**src/rtl/instr_fetch_if.sv**
```systemverilog
// Opcode type shared with decode, and the instruction-memory request/grant +
// in-order response bus used by instr_fetch.
package instr_fetch_pkg;
  typedef enum logic [6:0] {
    OP_LOAD     = 7'h03,
    OP_MISC_MEM = 7'h0F,
    OP_IMM      = 7'h13,
    OP_AUIPC    = 7'h17,
    OP_STORE    = 7'h23,
    OP_REG      = 7'h33,
    OP_LUI      = 7'h37,
    OP_BRANCH   = 7'h63,
    OP_JALR     = 7'h67,
    OP_JAL      = 7'h6F,
    OP_SYSTEM   = 7'h73
  } opcode_e;
endpackage

interface instr_fetch_if;
  logic        imem_req_o;
  logic [31:0] imem_addr_o;
  logic        imem_gnt_i;
  logic        imem_rvalid_i;
  logic [31:0] imem_rdata_i;

  modport master (output imem_req_o, imem_addr_o,
                  input  imem_gnt_i, imem_rvalid_i, imem_rdata_i);
  modport slave  (input  imem_req_o, imem_addr_o,
                  output imem_gnt_i, imem_rvalid_i, imem_rdata_i);
endinterface

```
**src/rtl/instr_fetch.sv**
```systemverilog
// RV32I fetch unit: PC, credit-limited imem requests, registered instruction FIFO,
// redirect flush. Define FETCH_MISALIGN_TRAP_EN to halt on misaligned redirect targets.
module instr_fetch
  import instr_fetch_pkg::*;
#(
  parameter logic [31:0] RESET_PC = 32'h0000_0000,
  parameter int unsigned DEPTH    = 2
) (
  input  logic                 clk_i,
  input  logic                 rst_i,
  instr_fetch_if.master        imem,
  input  logic                 redirect_i,
  input  logic [31:0]          redirect_pc_i,
  output logic                 instr_valid_o,
  input  logic                 instr_ready_i,
  output logic [31:0]          instr_o,
  output logic [31:0]          instr_pc_o,
  output opcode_e              op_o,
  output logic                 misalign_o
);
  localparam int unsigned AW      = $clog2(DEPTH);
  localparam int unsigned CW      = AW + 1;
  localparam logic [CW:0] DEPTH_C = (CW + 1)'(DEPTH);
  localparam logic [31:0] NOP     = 32'h0000_0013;

  logic [31:0]   pc;
  logic [31:0]   instr_q [DEPTH];
  logic [31:0]   pc_q    [DEPTH];
  logic [31:0]   tag_q   [DEPTH];
  logic [AW-1:0] wr_ptr, rd_ptr, tag_wr, tag_rd;
  logic [CW-1:0] fifo_cnt, outstanding, outstanding_nxt, discard;
  logic          halted, head_vld, gnt, rsp, push, pop;

  // Credits cover both buffered words and in-flight (incl. to-be-discarded) reads,
  // so a response always has a slot and rvalid never needs backpressure.
  assign imem.imem_req_o  = !rst_i && !halted &&
                            (({1'b0, outstanding} + {1'b0, fifo_cnt}) < DEPTH_C);
  assign imem.imem_addr_o = pc;

  assign gnt      = imem.imem_req_o && imem.imem_gnt_i;
  assign rsp      = imem.imem_rvalid_i;
  assign head_vld = !rst_i && (fifo_cnt != '0);
  assign push     = rsp && (discard == '0) && !redirect_i;
  assign pop      = head_vld && instr_ready_i && !redirect_i;

  assign outstanding_nxt = outstanding + CW'(gnt) - CW'(rsp);

  always_ff @(posedge clk_i) begin
    if (rst_i) begin
      pc          <= RESET_PC;
      fifo_cnt    <= '0;
      wr_ptr      <= '0;
      rd_ptr      <= '0;
      tag_wr      <= '0;
      tag_rd      <= '0;
      outstanding <= '0;
      discard     <= '0;
    end else begin
      // The tag queue tracks every granted read, discarded or not, so it stays
      // aligned with the in-order response stream across redirects.
      if (gnt) tag_wr <= tag_wr + AW'(1);
      if (rsp) tag_rd <= tag_rd + AW'(1);
      outstanding <= outstanding_nxt;
      if (redirect_i) begin
        pc       <= redirect_pc_i & ~32'h3;
        fifo_cnt <= '0;
        wr_ptr   <= '0;
        rd_ptr   <= '0;
        discard  <= outstanding_nxt;
      end else begin
        if (gnt)                    pc      <= pc + 32'd4;
        if (rsp && discard != '0)   discard <= discard - CW'(1);
        if (push)                   wr_ptr  <= wr_ptr + AW'(1);
        if (pop)                    rd_ptr  <= rd_ptr + AW'(1);
        fifo_cnt <= fifo_cnt + CW'(push) - CW'(pop);
      end
    end
  end

  always_ff @(posedge clk_i) begin
    if (gnt) tag_q[tag_wr] <= pc;
    if (push) begin
      instr_q[wr_ptr] <= imem.imem_rdata_i;
      pc_q[wr_ptr]    <= tag_q[tag_rd];
    end
  end

`ifdef FETCH_MISALIGN_TRAP_EN
  // Sticky until reset or an aligned redirect; in-flight reads still drain.
  always_ff @(posedge clk_i) begin
    if (rst_i)           halted <= 1'b0;
    else if (redirect_i) halted <= |redirect_pc_i[1:0];
  end
  assign misalign_o = halted;
`else
  assign halted     = 1'b0;
  assign misalign_o = 1'b0;
`endif

  assign instr_valid_o = head_vld;
  assign instr_o       = head_vld ? instr_q[rd_ptr] : NOP;
  assign instr_pc_o    = pc_q[rd_ptr];
  assign op_o          = opcode_e'(instr_o[6:0]);

endmodule

```
**src/flat_wrapper.sv**
```systemverilog
// flat-port wrapper written by rule: the top's interface ports become plain ports
module instr_fetch_flat import instr_fetch_pkg::*;
#(
  parameter logic [31:0] RESET_PC = 32'h0000_0000,
  parameter int unsigned DEPTH    = 2
)
  (clk_i, rst_i, redirect_i, redirect_pc_i, instr_valid_o, instr_ready_i, instr_o, instr_pc_o, op_o, misalign_o, imem_imem_req_o, imem_imem_addr_o, imem_imem_gnt_i, imem_imem_rvalid_i, imem_imem_rdata_i);
  instr_fetch_if imem_i ();
  input  logic clk_i;
  input  logic rst_i;
  input  logic redirect_i;
  input  logic [31:0] redirect_pc_i;
  output logic instr_valid_o;
  input  logic instr_ready_i;
  output logic [31:0] instr_o;
  output logic [31:0] instr_pc_o;
  output opcode_e op_o;
  output logic misalign_o;
  output wire logic [$bits(imem_i.imem_req_o)-1:0] imem_imem_req_o;
  output wire logic [$bits(imem_i.imem_addr_o)-1:0] imem_imem_addr_o;
  input wire logic [$bits(imem_i.imem_gnt_i)-1:0] imem_imem_gnt_i;
  input wire logic [$bits(imem_i.imem_rvalid_i)-1:0] imem_imem_rvalid_i;
  input wire logic [$bits(imem_i.imem_rdata_i)-1:0] imem_imem_rdata_i;
  assign imem_imem_req_o = imem_i.imem_req_o;
  assign imem_imem_addr_o = imem_i.imem_addr_o;
  assign imem_i.imem_gnt_i = imem_imem_gnt_i;
  assign imem_i.imem_rvalid_i = imem_imem_rvalid_i;
  assign imem_i.imem_rdata_i = imem_imem_rdata_i;
  instr_fetch #(.RESET_PC(RESET_PC), .DEPTH(DEPTH)) u_core (.clk_i(clk_i), .rst_i(rst_i), .imem(imem_i), .redirect_i(redirect_i), .redirect_pc_i(redirect_pc_i), .instr_valid_o(instr_valid_o), .instr_ready_i(instr_ready_i), .instr_o(instr_o), .instr_pc_o(instr_pc_o), .op_o(op_o), .misalign_o(misalign_o));
endmodule
```
**config.mk**
```make
export PLATFORM = sky130hd
export DESIGN_NAME = instr_fetch_flat
export DESIGN_NICKNAME = d
export VERILOG_FILES = /design/src/rtl/instr_fetch_if.sv /design/src/rtl/instr_fetch.sv /design/src/flat_wrapper.sv
export SDC_FILE = /design/constraint.sdc
export NUM_CORES = 1
export LEC_CHECK = 0
export ABC_AREA = 0
export CAP_MARGIN = 40
export CORE_ASPECT_RATIO = 0.6
export CORE_MARGIN = 2
export CORE_UTILIZATION = 35
export DETAILED_ROUTE_END_ITERATION = 16
export GPL_TIMING_DRIVEN = 0
export PLACE_DENSITY = 0.68
export SLEW_MARGIN = 10
export SYNTH_ARGS = -nofsm -noshare
export SYNTH_HDL_FRONTEND = slang
export SYNTH_SLANG_ARGS = --single-unit
```
**constraint.sdc**
```tcl
create_clock -name clk_i -period 13.1 [get_ports clk_i]
set_input_delay 2.62 -clock clk_i [delete_from_list [all_inputs] [get_ports clk_i]]
set_output_delay 2.62 -clock clk_i [all_outputs]
set_load 0.02 [all_outputs]
```
Yosys cells after proc, flatten, opt, wreduce, memory -nomap -nowiden
Memories as Yosys holds them, arrays and structs flattened. A register that Yosys moved wholly into a read port is not among the register bits.
Index checks and enable logic that the tools add are counted.

word-level totals
  word-level logic and storage cells = 55
  bits in registers = 42
  memories = 3
  input port bits = 70
  bits in writable memories = 192

cells by class
  multiplexer cells = 15
  add/subtract/negate cells = 11
  reductions and logical operators = 16
  magnitude comparators = 1

memory list
  memory          words  bits a word  read ports  clocked after Yosys merged registers in  wr ports  RTL line           text
  u_core.instr_q  2      32           1           1                                        1         instr_fetch.sv:27  logic [31:0] instr_q [DEPTH];
  u_core.pc_q     2      32           1           1                                        1         instr_fetch.sv:28  logic [31:0] pc_q [DEPTH];
  u_core.tag_q    2      32           1           1                                        1         instr_fetch.sv:29  logic [31:0] tag_q [DEPTH];

operators by type and width
  cell                                                number
  2-to-1 mux 32 bit                                   3
  adder 32 x 3 -> 32 bit, second input constant       1
  2-to-1 mux 1 bit                                    10
  logical AND 1 bit                                   8
  nonzero test 2 bit                                  4
  adder 1 bit, second input constant                  4
  adder 2 x 1 -> 2 bit                                2
  2-to-1 mux 2 bit                                    2
  subtractor 2 x 1 -> 2 bit                           2
  adder 2 x 2 -> 3 bit                                1
  < comparator 3 x 2 -> 1 bit, second input constant  1
  logical NOT 1 bit                                   2
  logical NOT 2 bit                                   1
  OR reduction 2 bit                                  1
  subtractor 2 x 1 -> 2 bit, second input constant    1

Longest topological paths before layout
Gate-level depths: netlist of the first run.

  depth after elaboration = 7
  mapped depth = 11
  depth with buffers taken out = 10

Worst setup path before layout of the first run
Ideal clock, no wire load.

  path type = input to register
  start = input redirect_i
  end = memory u_core.instr_q[0][0] (enable)
  arrival = 5.885 ns
  slack = 6.732 ns
  cell stages on the path = 5
  cell sequence = clkbuf_1 > inv_1 > clkbuf_1 > nand3_1 > nor2_1

between the ends
  word-level cells in the longest chain between the ends = 4

RTL lines
  what                                    RTL line            text
  from (decl)                             flat_wrapper.sv:11  input logic redirect_i;
  logical NOT 1 bit                       instr_fetch.sv:43   assign push = rsp && (discard == '0) && !redirect_i;
  logical AND 1 bit                       instr_fetch.sv:43
  2-to-1 mux 1 bit                        instr_fetch.sv:82   if (push) begin
  2-to-1 mux 1 bit (implied by the code)  instr_fetch.sv:83   instr_q[wr_ptr] <= imem.imem_rdata_i;
  to (decl)                               instr_fetch.sv:27

Every way passes these cells.

Worst setup path in the final report of the first run
  start = input rst_i
  end = output instr_o[21]

between the ends
  word-level cells in the longest chain between the ends = 3

RTL lines
  what               RTL line            text
  from (decl)        flat_wrapper.sv:10  input logic rst_i;
  logical NOT 1 bit  instr_fetch.sv:42   assign head_vld = !rst_i && (fifo_cnt != '0);
  logical AND 1 bit  instr_fetch.sv:42
  2-to-1 mux 32 bit  instr_fetch.sv:101  assign instr_o = head_vld ? instr_q[rd_ptr] : NOP;
  to (decl)          flat_wrapper.sv:15  output logic [31:0] instr_o;

Every way passes these cells.

==> impl_metrics.toml, run 1 <==
[sta]
finalMaxSlewViolations = 0
worst_pin_slew_ns = 0.828
fin_crit_sh = 0.607
rsz0062_at_grt = "false"
finalSetupViolCount = 0
hold_violations = 0
fin_hold_ws_ns = 0.517
maxSlewHeadroom = 0.448
skew_ns = 0.0132
fmaxAchievable_mhz = 126
post-route-min-period_ns = 7.95
setup_tns_ns = 0

[power_and_ir_drop]
p_per_area_mw_per_mm2 = 142
p_leak_nw = 4.02
power_mw = 1.75
vdd_ir_drop_max_uv = 68.0

[place]
post_dp_cell_area_mm2 = 0.0115
gp_congestion = 0.923
portBuffers = 167
hpwl_um = 16600

[logic_synthesis]
yosysTopAreaCell = "edfxtp_1"
netlist-cell-type-count = 54
syn_area_per_cell_um2 = 14.5
yosys_warnings = 0
yosysSeqAreaShare = 0.689
synth_edf_count = 184
syn_area_mm2 = 0.00924
synthArstFlopShare = 0
synth-seq-cells = 226
synthTopCellsByArea = "edfxtp_1 (60%), dfxtp_1 (9.1%), mux2_2 (7.3%)"
ys.flop_type = "edfxtp_1"
syn_inst = 635
yosysTopAreaCellShare = 0.598

[floorplan]
row_count = 46
io-pin-count = 176
die_w_um = 214
die_area_mm2 = 0.0278
start_util = 0.353
fp.dieH_um = 130
core_mm2 = 0.0262

[min_path]
min_path_type = "reg2reg"
hold_path_end = "u_core.tag_rd"
min_path_cells = 2
hp-start = "u_core.tag_rd"

[cells_and_area]
design_area_mm2 = 0.0123
mostFrequentLayoutCell = "edfxtp_1"
mostFrequentLayoutCells = "edfxtp_1 (184), clkdlybuf4s50_1 (167), mux2_2 (60)"
drive_gt1_frac = 0.150
synthToLayoutAreaGrowth_pct = 33.6
fin_nets = 913

[global_routing]
grt.total_usage = 0.165
antenna_found_initial = 2
grt_pass1_wl_um = 34100
grt_max_degree = 40
gr-total-overflow = 0
grt_pass1_vias = 5682

[critical_path]
worstPathCellList = "clkdlybuf4s50_1 > inv_1 > o21ai_0 > clkbuf_1 > buf_1 > nor2_1 > clkdlybuf4s50_1"
crit_path_start_kind = "input pin"
crit_required_ns = 10.48
end_kind = "output port"
worst_r2r_endpoint = "u_core.tag_q[0][16]"
cp_top_family = "buffers and inverters"
path_max_fanout = 10
critPathMaxStageDelay_ns = 0.60
r2r_cells = 8
path_depth = 7
crit_slowest_cell = "clkdlybuf4s50_1"
rrSetupSlack_ns = 9.95
arrival_ns = 5.33
cp_common_cell = "clkdlybuf4s50_1"
rr_startpoint = "u_core.fifo_cnt[0]"
critical_path_buf_inv_count = 5
critical_path_class = "in2out"

[run_status]
status = "completed"

[routing]
vias = 6025
ant_nets = 0
wire_per_inst_um = 19.2
drt_first_pass_iters = 5
drcViolationCount = 0
vias_per_cell = 4.95
drtIter0Drc = 573
routed_wirelength_um = 23400

[clock_tree]
cts_hold_buf = 0
cts_resized = 0
cts_root_buf = "clkbuf_16"
numCtsBuffers = 24
clock_sinks = 226
post_cts_buffers = 0
clk_latency_ns = 0.52
cts_max_level = 1
tritoncts = "done"
clk_path_buf_depth = 3
clkTransAtPathRegs_ns = 0.06

[run]
drv_cap = 0
## cells by family (layout without fill, tap and decap cells)
kind of cell | after synthesis | count (layout) | synth area share
compound gates | 63 | 63 | 0.0488
flops | 226 | 226 | 0.689
buf+inv | 57 | 273 | 0.0282
fa+ha+maj | 6 | 6 | 0.00894
xor+xnor | 20 | 20 | 0.0190
other cells | 1 | 7 | 0.000406
simple gates | 170 | 170 | 0.0979
mux | 92 | 92 | 0.108
## sequential cells by signal, indices dropped and copies added (netlist names), named ones only
register / count
u_core.discard: 2
u_core.fifo_cnt: 2
u_core.imem.imem_addr_o: 30
u_core.instr_q: 64
u_core.outstanding: 2
u_core.pc_q: 60
u_core.rd_ptr: 1
u_core.tag_q: 60
u_core.tag_rd: 1
u_core.tag_wr: 1
u_core.wr_ptr: 1
## layout make-up
class	count	area, um2
Timing Repair Buffer	172	1770
Clock inverter	10	153
Fill cell	2322	13800
Tap cell	360	450
Multi-Input combinational cell	356	2650
Sequential cell	226	6370
Clock buffer	34	689
Inverter	14	52.6
Buffer	43	208
Antenna cell	2	5.00
## synthesized netlist by cell type (all sizes together), types with 3 or more instances
cell,n
a21oi,7
dfxtp,42
a211oi,13
nand2,19
nor2,61
buf,19
xor2,7
nand3,12
a311oi,6
and4,5
nor4,6
mux2,60
ha,5
nor4b,6
nor3b,5
or4,8
nand4,15
and3,5
mux2i,32
o21ai,18
inv,14
clkbuf,24
edfxtp,184
nor3,15
xnor2,13
and2,5
o31ai,3
## worst min-delay path: cells and delay by family, from the launching register on
family | cells | cell delay (ns)
flip-flops | 1 | 0.33
AND/OR/NAND/NOR | 1 | 0.07
XOR/XNOR | 1 | 0.08
## metrics by stage
step / std cells / util / setup slack [ns]
CTS: 1215 / 0.471 / 5.13
detailed placement: 1171 / 0.439 / 5.13
global placement: 1166 / 0.434 / 4.42
finish: 1217 / 0.471 / 5.15
global route: 1215 / 0.471 / 4.94
floorplan: 639 / - / 6.73
## worst max path at each step
stage / startpoint / end / slack, ns
after floorplan: redirect_i / u_core.instr_q[0][0] / 6.73
after detailed placement: rst_i / instr_o[21] / 5.13
after CTS: rst_i / instr_o[21] / 5.13
after global placement: redirect_i / u_core.instr_q[0][1] / 4.42
final: rst_i / instr_o[21] / 5.15
after global routing: rst_i / instr_o[25] / 4.94
## power by group
group | internal [mW] | switching [mW]
logic | 0.0906 | 0.101
clock network | 0.445 | 0.269
registers | 0.824 | 0.0242
total | 1.36 | 0.394
## metal layers
layer	track usage	routed length, um	up-vias
met5	0	0	-
met4	0.0474	524	0
met3	0.0383	1680	41
met2	0.234	9910	208
met1	0.250	11300	2960
li1	-	-	2816
(Power assumes the default switching activity.)
==> inputs of run 2 (changes only) <==
Settings changed: PLACE_DENSITY 0.68 to 0.7.
Clock period 13.1 ns to 7.1 ns, I/O delays scaled along.
==> impl_metrics.toml, run 2 (same netlist as run 1, synthesis figures left out) <==
[run_status]
status = "completed"

[clock_tree]
numCtsBuffers = 23
cts_root_buf = "clkbuf_16"
clk_latency_ns = 0.51
clk_path_buf_depth = 3
clkTransAtPathRegs_ns = 0.06
cts_hold_buf = 0
clock_sinks = 226
cts_max_level = 1
cts_resized = 0
tritoncts = "done"
post_cts_buffers = 0

[routing]
ant_nets = 0
drtIter0Drc = 407
wire_per_inst_um = 19.5
vias = 6056
vias_per_cell = 5.00
drcViolationCount = 0
routed_wirelength_um = 23600
drt_first_pass_iters = 4

[critical_path]
worstPathCellList = "clkdlybuf4s50_1 > inv_1 > o21ai_0 > clkbuf_1 > buf_1 > nor2_1 > clkdlybuf4s50_1"
critPathMaxStageDelay_ns = 0.63
end_kind = "output port"
r2r_cells = 8
crit_slowest_cell = "clkdlybuf4s50_1"
worst_r2r_endpoint = "u_core.tag_q[0][19]"
crit_required_ns = 5.68
arrival_ns = 4.18
critical_path_class = "in2out"
rr_startpoint = "u_core.fifo_cnt[0]"
rrSetupSlack_ns = 3.93
cp_common_cell = "clkdlybuf4s50_1"
path_max_fanout = 10
crit_path_start_kind = "input pin"

[run]
drv_cap = 0

[place]
gp_congestion = 0.897
dp_worst_setup_slack_ns = 1.41
portBuffers = 167
hpwl_um = 16900

[power_and_ir_drop]
p_leak_nw = 3.98
vdd_ir_drop_max_uv = 123
p_per_area_mw_per_mm2 = 253

[cells_and_area]
fin_nets = 913
largest_reg_flops = 64
mostFrequentLayoutCell = "edfxtp_1"
top_regs = "u_core.instr_q: 64 flops, u_core.pc_q: 60 flops, u_core.tag_q: 60 flops"
fin_util = 0.469
top_register = "u_core.instr_q"
synthToLayoutAreaGrowth_pct = 32.9
mostFrequentLayoutCells = "edfxtp_1 (184), clkdlybuf4s50_1 (167), mux2_2 (60)"
drive_gt1_frac = 0.143

[sta]
maxSlewHeadroom = 0.458
worst_pin_slew_ns = 0.813
finalMaxSlewViolations = 0
rsz0062_at_grt = "false"
finalSetupViolCount = 0
fin_crit_sh = 0.789
skew_ns = 0.0179
fin_ws_ns = 1.50
post-route-min-period_ns = 5.60
fmaxAchievable_mhz = 179
hold_violations = 0

[global_routing]
grt_max_degree = 44
gr-total-overflow = 0
antenna_found_initial = 2
grt.total_usage = 0.167
grt_pass1_wl_um = 34700
grt_pass1_vias = 5679

[min_path]
min_path_cells = 2
min_path_type = "reg2reg"
hp-start = "u_core.tag_rd"

[floorplan]
start_util = 0.353
core_mm2 = 0.0262
die_area_mm2 = 0.0278
die_w_um = 214
io-pin-count = 176
row_count = 46
fp.dieH_um = 130
==> run 2: changes by cell type in the layout (fill, tap and decap cells not counted), moves of 3 or more <==
cell	before	now
buf_12	5	1
clkbuf_1	30	26
clkbuf_8	3	0
clkinv_1	1	7
buf_16	0	5
==> run 2: worst max-delay path by stage <==
stage | from | end | slack [ns] | cells past startpoint
2_1_floorplan | redirect_i | u_core.instr_q[0][0] | 1.93 | 5
3_3_place_gp | redirect_i | u_core.instr_q[0][4] | -0.54 | 5
3_5_place_dp | rst_i | instr_o[25] | 1.41 | 7
4_1_cts | rst_i | instr_o[29] | 1.40 | 7
5_1_grt | rst_i | instr_o[29] | 1.26 | 7
6_report | rst_i | instr_o[25] | 1.50 | 7
==> run 2: routing by layer <==
metal,up-vias,share of wire,track usage
met3,30,0.075,0.0400
li1,2809,-,-
met4,2,0.015,0.0331
met1,2986,0.48,0.254
met2,229,0.42,0.243
met5,-,0.00068,0
==> run 2: stage by stage <==
stage	area [um2]	TNS [ns]	cells	hold slack [ns]	power, mW
4_1_cts	12300	0	1211	0.527	3.14
3_3_place_gp	11400	-33.13	1166	0.513	1.94
2_1_floorplan	9250	0	639	0.480	1.77
3_5_place_dp	11600	0	1172	0.512	1.96
6_report	12300	0	1212	0.525	3.11
5_1_grt	12300	0	1211	0.553	3.22
==> run 2: where the power goes <==
part	internal (mW)	switching, mW
Combinational	0.173	0.191
Clock	0.696	0.483
Sequential	1.52	0.0453
==> run 2: layout make-up <==
cell class              instances  area, um2
diodes                          1       2.50
plain buffers                  43        208
clock buffers                  25        583
clock inverters                14        141
fillers                      2322      13900
inverters                      14       52.6
multi-input cells             356       2650
flip-flops and latches        226       6370
well taps                     360        450
repair buffers                173       1830
==> run 2: critical path, delay by kind of cell <==
kind                   cells  cell delay (ns)
AND/OR/NAND/NOR            1             0.11
AO/OA/AOI/OAI              1             0.20
buffers and inverters      5             2.43
==> inputs of run 3 (changes only) <==
Settings changed: PLACE_DENSITY 0.7 to 0.68.
Clock period 7.1 ns to 5.25 ns, I/O delays scaled along.
==> results of run 3 <==
The final DEF is identical to that of run 1. Status: completed.
Among the figures that moved: setup slack after placement 5.13 ns -> 0.415 ns; setup slack after layout 5.15 ns -> 0.441 ns; register-to-register setup slack 9.95 ns -> 2.10 ns; total power 1.75 mW -> 4.38 mW; worst IR drop on VDD 68.0 uV -> 170 uV
